[src/rtl/minilab_pkg.sv]
// -----------------------------------------------------------------------------
// minilab_pkg
// Shared types and constants for the Minilab matrix-load memory path.
//   word_t        : 64-bit data word (8 bytes)
//   addr_t        : 32-bit word address
//   resp_state_t  : responder FSM states (INIT, READY, FULL)
//   B_WORD_ADDR   : ROM word holding the B vector
//   A_WORD_BASE   : first ROM word holding an A row
//   NUM_A_ROWS    : number of A rows stored after the B vector
//   rom_pattern() : built-in ROM contents, byte k of word i = {i[3:0], k[3:0]}
// -----------------------------------------------------------------------------
package minilab_pkg;

    typedef logic [63:0] word_t;
    typedef logic [31:0] addr_t;

    typedef enum logic [1:0] {
        INIT  = 2'd0,
        READY = 2'd1,
        FULL  = 2'd2
    } resp_state_t;

    localparam int unsigned B_WORD_ADDR = 0;
    localparam int unsigned A_WORD_BASE = 1;
    localparam int unsigned NUM_A_ROWS  = 8;

    function automatic word_t rom_pattern(input int unsigned index);
        word_t       w;
        logic [31:0] idx;
        logic [31:0] kk;
        w   = '0;
        idx = index;
        for (int k = 0; k < 8; k++) begin
            kk = k;
            w[k*8 +: 8] = {idx[3:0], kk[3:0]};
        end
        return w;
    endfunction

endpackage

[src/rtl/rd_latency_pipe.sv]
// -----------------------------------------------------------------------------
// rd_latency_pipe
// Fixed-depth shift register that delays each accepted read by LATENCY clocks.
// Each stage carries {valid, addr_err, rom_index}; entries leave in the order
// they entered, so responses are inherently in order.
// Ports:
//   clk        : clock, rising edge
//   rst        : asynchronous active-high reset, clears every stage
//   push_valid : a read is accepted this cycle
//   push_err   : the accepted address is outside the ROM
//   push_index : ROM word index of the accepted read
//   ret_valid  : last stage holds a read due for response
//   ret_err    : out-of-range flag of that read
//   ret_index  : ROM word index of that read
// -----------------------------------------------------------------------------
module rd_latency_pipe #(
    parameter int LATENCY = 3,
    parameter int IDX_W   = 4
) (
    input  logic             clk,
    input  logic             rst,
    input  logic             push_valid,
    input  logic             push_err,
    input  logic [IDX_W-1:0] push_index,
    output logic             ret_valid,
    output logic             ret_err,
    output logic [IDX_W-1:0] ret_index
);

    logic             valid_q [LATENCY];
    logic             err_q   [LATENCY];
    logic [IDX_W-1:0] index_q [LATENCY];

    always_ff @(posedge clk or posedge rst) begin
        if (rst) begin
            for (int i = 0; i < LATENCY; i++) begin
                valid_q[i] <= 1'b0;
                err_q[i]   <= 1'b0;
                index_q[i] <= '0;
            end
        end else begin
            valid_q[0] <= push_valid;
            err_q[0]   <= push_err;
            index_q[0] <= push_index;
            for (int i = 1; i < LATENCY; i++) begin
                valid_q[i] <= valid_q[i-1];
                err_q[i]   <= err_q[i-1];
                index_q[i] <= index_q[i-1];
            end
        end
    end

    assign ret_valid = valid_q[LATENCY-1];
    assign ret_err   = err_q[LATENCY-1];
    assign ret_index = index_q[LATENCY-1];

endmodule

[src/rtl/avmm_rom_responder.sv]
// -----------------------------------------------------------------------------
// avmm_rom_responder
// Avalon-MM pipelined read responder serving 64-bit words from an internal ROM
// (word 0 = B vector, words 1..8 = A rows) to the matrix-load read master.
// Fixed read latency, in-order responses, outstanding reads bounded through
// waitrequest.
// Ports:
//   clk           : clock, rising edge
//   rst           : asynchronous active-high reset
//   address       : word address, valid while read=1
//   read          : read request
//   waitrequest   : 1 = request not accepted this cycle
//   readdata      : response data, holds its value between responses
//   readdatavalid : one-cycle strobe qualifying readdata
//   addr_err      : one-cycle strobe with readdatavalid for out-of-range reads
//   pending       : accepted-but-unreturned read count
// Build option:
//   STALL_INJECT_EN : adds an LFSR that randomly raises waitrequest in READY.
//
// Handshake: a read is accepted at a rising edge where read=1 and
// waitrequest=0; the master must hold read/address stable while waitrequest=1.
// Every accepted read produces exactly one readdatavalid pulse READ_LATENCY
// clocks after the accepting edge, in acceptance order; the master samples
// readdata/addr_err only when readdatavalid=1 (no backpressure on responses).
// -----------------------------------------------------------------------------
module avmm_rom_responder
    import minilab_pkg::*;
#(
    parameter int    ADDR_WIDTH   = 32,
    parameter int    DATA_WIDTH   = 64,
    parameter int    DEPTH        = 9,
    parameter int    READ_LATENCY = 3,
    parameter int    MAX_PENDING  = 4,
    parameter string INIT_FILE    = ""
) (
    input  logic                           clk,
    input  logic                           rst,
    input  logic [ADDR_WIDTH-1:0]          address,
    input  logic                           read,
    output logic                           waitrequest,
    output logic [DATA_WIDTH-1:0]          readdata,
    output logic                           readdatavalid,
    output logic                           addr_err,
    output logic [$clog2(MAX_PENDING+1)-1:0] pending
);

    localparam int IDX_W = (DEPTH > 1) ? $clog2(DEPTH) : 1;
    localparam int PW    = $clog2(MAX_PENDING + 1);

    // ROM contents come from the built-in byte pattern.
    logic [DATA_WIDTH-1:0] rom [DEPTH];

    for (genvar g = 0; g < DEPTH; g++) begin : g_rom
        assign rom[g] = DATA_WIDTH'(rom_pattern(g));
    end

    resp_state_t      state_q;
    resp_state_t      state_d;
    logic             accept;
    logic             in_range;
    logic [IDX_W-1:0] req_index;
    logic [PW-1:0]    pend_next;
    logic             wait_d;
    logic             p_valid;
    logic             p_err;
    logic [IDX_W-1:0] p_index;

    assign accept   = read & ~waitrequest;
    // Full-width compare: large addresses must not alias onto ROM words.
    assign in_range = (address < ADDR_WIDTH'(DEPTH));
    assign req_index = in_range ? address[IDX_W-1:0] : '0;

    // A retirement is the cycle readdatavalid is high; accept and retire in
    // the same cycle cancel out.
    assign pend_next = pending + PW'(accept) - PW'(readdatavalid);

    always_comb begin
        state_d = state_q;
        unique case (state_q)
            INIT:    state_d = READY;
            READY:   if (pend_next == PW'(MAX_PENDING)) state_d = FULL;
            FULL:    if (readdatavalid) state_d = READY;
            default: state_d = INIT;
        endcase
    end

`ifdef STALL_INJECT_EN
    // x^16 + x^14 + x^13 + x^11 + 1, Fibonacci form.
    logic [15:0] lfsr_q;
    logic [15:0] lfsr_d;

    assign lfsr_d = {lfsr_q[14:0], lfsr_q[15] ^ lfsr_q[13] ^ lfsr_q[12] ^ lfsr_q[10]};

    always_ff @(posedge clk or posedge rst) begin
        if (rst) lfsr_q <= 16'hACE1;
        else     lfsr_q <= lfsr_d;
    end

    // Uses the next LFSR value so the registered stall lines up with the
    // LFSR value visible during the stalled cycle.
    assign wait_d = (state_d != READY) || (lfsr_d[1:0] == 2'b00);
`else
    assign wait_d = (state_d != READY);
`endif

    // waitrequest is registered from the next state: no path from read.
    always_ff @(posedge clk or posedge rst) begin
        if (rst) begin
            state_q     <= INIT;
            waitrequest <= 1'b1;
            pending     <= '0;
        end else begin
            state_q     <= state_d;
            waitrequest <= wait_d;
            pending     <= pend_next;
        end
    end

    rd_latency_pipe #(
        .LATENCY (READ_LATENCY),
        .IDX_W   (IDX_W)
    ) u_pipe (
        .clk        (clk),
        .rst        (rst),
        .push_valid (accept),
        .push_err   (~in_range),
        .push_index (req_index),
        .ret_valid  (p_valid),
        .ret_err    (p_err),
        .ret_index  (p_index)
    );

    // Output register stage: the ROM lookup of the last pipe stage lands here,
    // giving READ_LATENCY clocks from the accepting edge to readdatavalid.
    always_ff @(posedge clk or posedge rst) begin
        if (rst) begin
            readdatavalid <= 1'b0;
            addr_err      <= 1'b0;
            readdata      <= '0;
        end else begin
            readdatavalid <= p_valid;
            addr_err      <= p_valid & p_err;
            if (p_valid) readdata <= p_err ? '0 : rom[p_index];
        end
    end

endmodule

[config.mk]
export PLATFORM = sky130hd
export DESIGN_NAME = avmm_rom_responder
export DESIGN_NICKNAME = d
export VERILOG_FILES = /design/src/rtl/minilab_pkg.sv /design/src/rtl/rd_latency_pipe.sv /design/src/rtl/avmm_rom_responder.sv
export SDC_FILE = /design/constraint.sdc
export NUM_CORES = 1
export LEC_CHECK = 0
export ABC_AREA = 1
export CORE_MARGIN = 2
export CORE_UTILIZATION = 36
export DETAILED_ROUTE_END_ITERATION = 10
export GPL_TIMING_DRIVEN = 1
export PLACE_DENSITY = 0.81
export SYNTH_ARGS = -nofsm -noshare
export SYNTH_HDL_FRONTEND = slang
export SYNTH_SLANG_ARGS = --single-unit
[constraint.sdc]
create_clock -name clk -period 2.18 [get_ports clk]
set_input_delay 0.436 -clock clk [delete_from_list [all_inputs] [get_ports clk]]
set_output_delay 0.436 -clock clk [all_outputs]
set_load 0.01 [all_outputs]
== After elaboration in Yosys (flattened, before gate mapping) ==
Memory sizes are Yosys's and may differ from the RTL's.
Cells that the tools add are included.

* Reduce and logical (&&, ||, !) cells: 1
* Bitwise logic cells: 5
* Equal/unequal tests: 4
* Order comparisons: 2
* Muxes and demuxes: 7
* Add/sub/neg operators: 2

{| class="wikitable"
|+ Operators with widths
! operator !! number
|-
| 64-bit two-way mux || 3
|-
| 32-bit by 4-bit less-than comparator with 1-bit output, second input constant || 1
|-
| 2-bit case mux with 3 select lines || 1
|-
| 5-bit greater-or-equal comparator, second input constant || 1
|-
| 4-bit NOT with 5-bit output || 1
|-
| 2-bit two-way mux || 2
|-
| 4-bit two-way mux || 1
|-
| 3-bit by 1-bit adder with 3-bit output || 1
|-
| 3-bit equality test, second input constant || 1
|-
| 3-bit by 1-bit subtractor with 3-bit output || 1
|-
| 1-bit AND || 2
|-
| 2-bit by 1-bit equality test with 1-bit output, second input constant || 1
|-
| 2-bit equality test, second input constant || 1
|-
| 2-bit logical NOT || 1
|-
| 2-bit by 1-bit inequality test with 1-bit output, second input constant || 1
|-
| 1-bit NOT || 2
|}

* Logic and storage cells: 37
* Bits of input ports: 35
* Memories: 1
* Output and inout bits: 70
* Bits in read-only memories: 1024
* Bits in registers: 90

{| class="wikitable"
|+ Memory list
! name !! words !! bits a word !! read ports !! clocked after Yosys merged registers in !! wr ports !! line !! source
|-
| (name not given) || 16 || 64 || 1 || 0 || 0 || avmm_rom_responder.sv:143 || <nowiki>if (p_valid) readdata <= p_err ? '0 : rom[p_index];</nowiki>
|}

== Depth between registers and ports, before layout ==
* Depth after elaboration: 8
* Gate-level depth with buffers: 11
* Gate-level depth less buffers: 11

== By module ==
A second synthesis with hierarchy kept.

* Cells, all modules: 181
* Area, all modules: 1650.3 sq um

{| class="wikitable"
|+ Modules (own cells, without submodules)
! module !! area an instance (sq um) !! instances !! cells each !! seq. area each (sq um)
|-
| avmm_rom_responder || 1166.1 || 1 || 158 || 326.6
|-
| rd_latency_pipe || 484.2 || 1 || 23 || 450.4
|}

== Worst setup path before layout ==
Ideal clock, no wire load.

* Path kind: input to register
* From: input port read
* To: register waitrequest
* Stages: 10
* Slack: 0.253 ns
* Buffers on the path: 0
* Arrival: 1.847 ns
* Library setup time: 0.080 ns
* Data required time: 2.100 ns
* Cell sequence: inv_1 -> nor2_1 -> inv_1 -> ha_1 -> inv_1 -> ha_1 -> fa_1 -> nor2_1 -> nand3_1 -> a21boi_0

* Word-level cells in the longest chain between the ends: 7

{| class="wikitable"
|+ RTL lines
! what !! line !! source
|-
| start, declared || avmm_rom_responder.sv:39 || <nowiki>input logic read,</nowiki>
|-
| 1-bit AND || avmm_rom_responder.sv:68 || <nowiki>assign accept = read & ~waitrequest;</nowiki>
|-
| via accept || avmm_rom_responder.sv:59 || <nowiki>logic accept;</nowiki>
|-
| 3-bit by 1-bit adder with 3-bit output || avmm_rom_responder.sv:75 || <nowiki>assign pend_next = pending + PW'(accept) - PW'(readdatavalid);</nowiki>
|-
| 3-bit by 1-bit subtractor with 3-bit output || avmm_rom_responder.sv:75 ||
|-
| via pend_next[1] || avmm_rom_responder.sv:62 || <nowiki>logic [PW-1:0] pend_next;</nowiki>
|-
| 3-bit equality test || avmm_rom_responder.sv:81 || <nowiki>READY: if (pend_next == PW'(MAX_PENDING)) state_d = FULL;</nowiki>
|-
| 2-bit two-way mux || avmm_rom_responder.sv:81 ||
|-
| 2-bit case mux with 3 select lines || avmm_rom_responder.sv:79 || <nowiki>unique case (state_q)</nowiki>
|-
| 2-bit by 1-bit inequality test with 1-bit output || avmm_rom_responder.sv:103 || <nowiki>assign wait_d = (state_d != READY);</nowiki>
|-
| via wait_d || avmm_rom_responder.sv:63 || <nowiki>logic wait_d;</nowiki>
|-
| end signal, assigned || avmm_rom_responder.sv:114 || <nowiki>waitrequest <= wait_d;</nowiki>
|-
| end, declared || avmm_rom_responder.sv:40 || <nowiki>output logic waitrequest,</nowiki>
|}

The timed path passes the listed nets, and every way through them passes these cells.
A chain may end at the register's enable or synchronous reset.

== Worst setup path in the final report ==
* From: register waitrequest
* To: register state_q[0]

* Word-level cells in the longest chain between the ends: 7

{| class="wikitable"
|+ RTL lines
! what !! line !! source
|-
| 1-bit NOT || avmm_rom_responder.sv:68 ||
|-
| 1-bit AND || avmm_rom_responder.sv:68 ||
|-
| via accept || avmm_rom_responder.sv:59 ||
|-
| 3-bit by 1-bit adder with 3-bit output || avmm_rom_responder.sv:75 ||
|-
| 3-bit by 1-bit subtractor with 3-bit output || avmm_rom_responder.sv:75 ||
|-
| via pend_next[1] || avmm_rom_responder.sv:62 ||
|-
| 3-bit equality test || avmm_rom_responder.sv:81 ||
|-
| 2-bit two-way mux || avmm_rom_responder.sv:81 ||
|-
| 2-bit case mux with 3 select lines || avmm_rom_responder.sv:79 ||
|-
| via state_d[0] || avmm_rom_responder.sv:58 || <nowiki>resp_state_t state_d;</nowiki>
|-
| end signal, assigned || avmm_rom_responder.sv:113 || <nowiki>state_q <= state_d;</nowiki>
|-
| end, declared || avmm_rom_responder.sv:57 || <nowiki>resp_state_t state_q;</nowiki>
|}

The timed path passes the listed nets, and every way through them passes these cells.

==> summary.json <==
{
  "hpwl_mm": 2.02,
  "report.final.hold_viol_count": 0,
  "worst_clock_skew_ns": 0.00278,
  "timing.final.setup_violations": 0,
  "clk_pin_slew_ns": 0.06,
  "post_synthesis_cells": 174,
  "placeableCoreArea_um2": 4320,
  "drv_slew": 0,
  "cts.repair_timing.setup_buffer_count": 0,
  "worst-setup-path-type": "reg2reg",
  "finalHoldWorstSlack_ns": 0.344,
  "placedInstanceArea_um2": 2160,
  "nets": 265,
  "dr.pass1.iters": 4,
  "critPathArrivalTime_ns": 2.18,
  "critical-path-slowest-cell": "sky130_fd_sc_hd__dfstp_2",
  "min_period_ns": 2.01,
  "max_ir_drop_vdd_v": 0.000370,
  "max_stage_delay_ns": 0.53,
  "p_leak_nw": 1.04,
  "required_ns": 2.34,
  "yosys.cell_types.count": 20,
  "wire_length_of_the_first_global_routing_pass_mm": 3.98,
  "timing.critical_path.from_type": "flip-flop",
  "yosys_warnings": 0,
  "fmaxAchievable_ghz": 0.497,
  "utilization_pct": 53.1,
  "outcome": "finished, final reports clean",
  "die_w_um": 71.0,
  "pwr_dens_nw_per_um2": 850,
  "dieArea_um2": 5040,
  "cp_max_fo": 3,
  "globalRouteTotalUtil_pct": 10.0,
  "numClockSinks": 31,
  "hp-class": "reg2reg",
  "mostFrequentLayoutCells": "83 x sky130_fd_sc_hd__clkdlybuf4s50_1, 30 x sky130_fd_sc_hd__dfrtp_1, 20 x sky130_fd_sc_hd__inv_1, 20 x sky130_fd_sc_hd__nand2_1, 20 x sky130_fd_sc_hd__conb_1",
  "die-height_um": 71.0,
  "root_buffer": "sky130_fd_sc_hd__clkbuf_8",
  "critPathCaptureType": "flip-flop",
  "via_count_of_the_first_global_routing_pass": 1030,
  "reg2reg_slack_ns": 0.17,
  "share_of_layout_cells_above_drive_strength_1_pct": 7.46,
  "synth-seq-area-share_pct": 48.1,
  "fin_area_um2": 2290,
  "syn2layout_area_growth_pct": 42.1,
  "cap_violations": 0,
  "rsz_0062_raised_after_global_routing": "no",
  "via_count": 1110,
  "finalWeightedCongestion": 0.714,
  "pin_count_of_the_biggest_net_entering_global_routing": 32,
  "placement.io_buffers": 84,
  "min_period_over_period_pct": 92.3,
  "routed_wirelength_mm": 2.46,
  "cts-root-to-sink-buffers": 2,
  "gr-total-overflow": 0,
  "drtAntennaViolNets": 0,
  "drt-initial-drc-count": 26,
  "critical_path_cell_list": "nor2_2 -> inv_1 -> ha_1 -> inv_1 -> ha_2 -> fa_1 -> nor2_1 -> nand3_2 -> nand2_1 -> nand2_1",
  "route.detailed.vias_per_inst": 3.96,
  "htree_num_levels": 2,
  "clock_latency_on_the_worst_skew_pair_ns": 0.27,
  "mean_instance_size_in_the_synthesized_netlist_um2": 9.28,
  "grt_antenna_before_repair": 0,
  "ioPinCount": 105,
  "final_common_cell": "sky130_fd_sc_hd__clkdlybuf4s50_1",
  "post_synth_instance_area_um2": 1620,
  "tritoncts_clock_tree": "done",
  "cts_inserted_buffers": 5,
  "post-route-drc-count": 0,
  "routedWlPerCell_um": 8.79,
  "diodes": 0,
  "floorplan.initialDensity_pct": 37.4,
  "synth-seq-cells": 31,
  "num_rows": 24
}
-- power breakdown --
| group | switching, mW | internal [mW] |
|---|---|---|
| sequential | 0.0627 | 0.660 |
| clock | 0.192 | 0.369 |
| combinational | 0.301 | 0.365 |
-- state kept, by name, summed over array words and instances, names as in the netlist, 2 cells and up --
name and count:
pending 3, readdata 5, state_q 2, u_pipe.err_q 2, u_pipe.index_q 8, u_pipe.ret_index 4
u_pipe.valid_q 2
-- per-stage QoR --
| stage | setup TNS [ns] | setup slack, ns | power [mW] | std cells |
|---|---|---|---|---|
| after floorplan | 0 | 0.253 | 1.13 | 193 |
| after global placement | -1.01 | -0.294 | 1.34 | 272 |
| after detailed placement | -1.41 | -0.388 | 1.37 | 272 |
| after CTS | 0 | 0.174 | 1.97 | 280 |
| after global routing | 0 | 0.0671 | 2.06 | 280 |
| final | 0 | 0.167 | 1.95 | 280 |
-- area by class of cell --
class,count,area (µm²)
Sequential cell,31,777
Fill cell,391,2030
Clock inverter,2,35.0
Timing Repair Buffer,86,855
Inverter,20,75.1
Multi-Input combinational cell,83,405
Clock buffer,6,82.6
Tap cell,52,65.1
-- cells in the mapped netlist --
library cell / instances / share of area (%)
sky130_fd_sc_hd__a21boi_0: 1 / 0.46
sky130_fd_sc_hd__a21oi_1: 1 / 0.31
sky130_fd_sc_hd__and2_1: 2 / 0.77
sky130_fd_sc_hd__buf_4: 59 / 27
sky130_fd_sc_hd__conb_1: 1 / 0.23
sky130_fd_sc_hd__dfrtp_1: 30 / 46
sky130_fd_sc_hd__dfstp_2: 1 / 1.6
sky130_fd_sc_hd__fa_1: 1 / 1.2
sky130_fd_sc_hd__ha_1: 2 / 1.5
sky130_fd_sc_hd__inv_1: 20 / 4.6
sky130_fd_sc_hd__nand2_1: 20 / 4.6
sky130_fd_sc_hd__nand3_1: 2 / 0.62
sky130_fd_sc_hd__nand3_2: 1 / 0.62
sky130_fd_sc_hd__nand3b_1: 1 / 0.46
sky130_fd_sc_hd__nor2_1: 20 / 4.6
sky130_fd_sc_hd__nor2_2: 1 / 0.39
sky130_fd_sc_hd__nor3_1: 4 / 1.2
sky130_fd_sc_hd__o21ai_0: 1 / 0.31
sky130_fd_sc_hd__o22ai_1: 4 / 1.5
sky130_fd_sc_hd__or2_1: 2 / 0.77
-- logic make-up after synthesis --
kind of cell               share of synthesized area, %
and+or+nand+nor                                    14.2
DFF                                                48.1
other                                             0.232
buffers and inverters                              32.1
AOI/OAI and AO/OA                                  2.63
adders and majority gates                          2.79
-- routing by layer --
metal / wire length, µm / GRT usage [%]
met1: 856 / 9.78
met2: 1180 / 18.1
met3: 387 / 3.85
met4: 41 / 5.66
met5: 0 / 0
-- critical path, delay by kind of cell (launching register included) --
| kind | cells | cell delay (ns) |
|---|---|---|
| fa+ha+maj | 3 | 0.84 |
| simple gates | 5 | 0.42 |
| buf+inv | 2 | 0.11 |
| flops | 1 | 0.53 |
-- path summary, 6_finish.rpt --
| check | startpoint | end | depth (start not counted) |
|---|---|---|---|
| max | waitrequest | state_q[0] | 10 |
| min | u_pipe.index_q[7] | u_pipe.ret_index[3] | 0 |
| max reg2reg | waitrequest | state_q[0] | 10 |
| min reg2reg | u_pipe.index_q[7] | u_pipe.ret_index[3] | 0 |
| max in group asynchronous | rst | waitrequest | 3 |
| min in group asynchronous | rst | u_pipe.index_q[10] | 3 |
-- repair_timing --
item,4_1_cts,5_1_grt
resized for setup,6,0
hold endpoints to repair,0,0
hold buffers,0,0
setup endpoints to repair,4,0
Power figures use the tool's default switching activity.
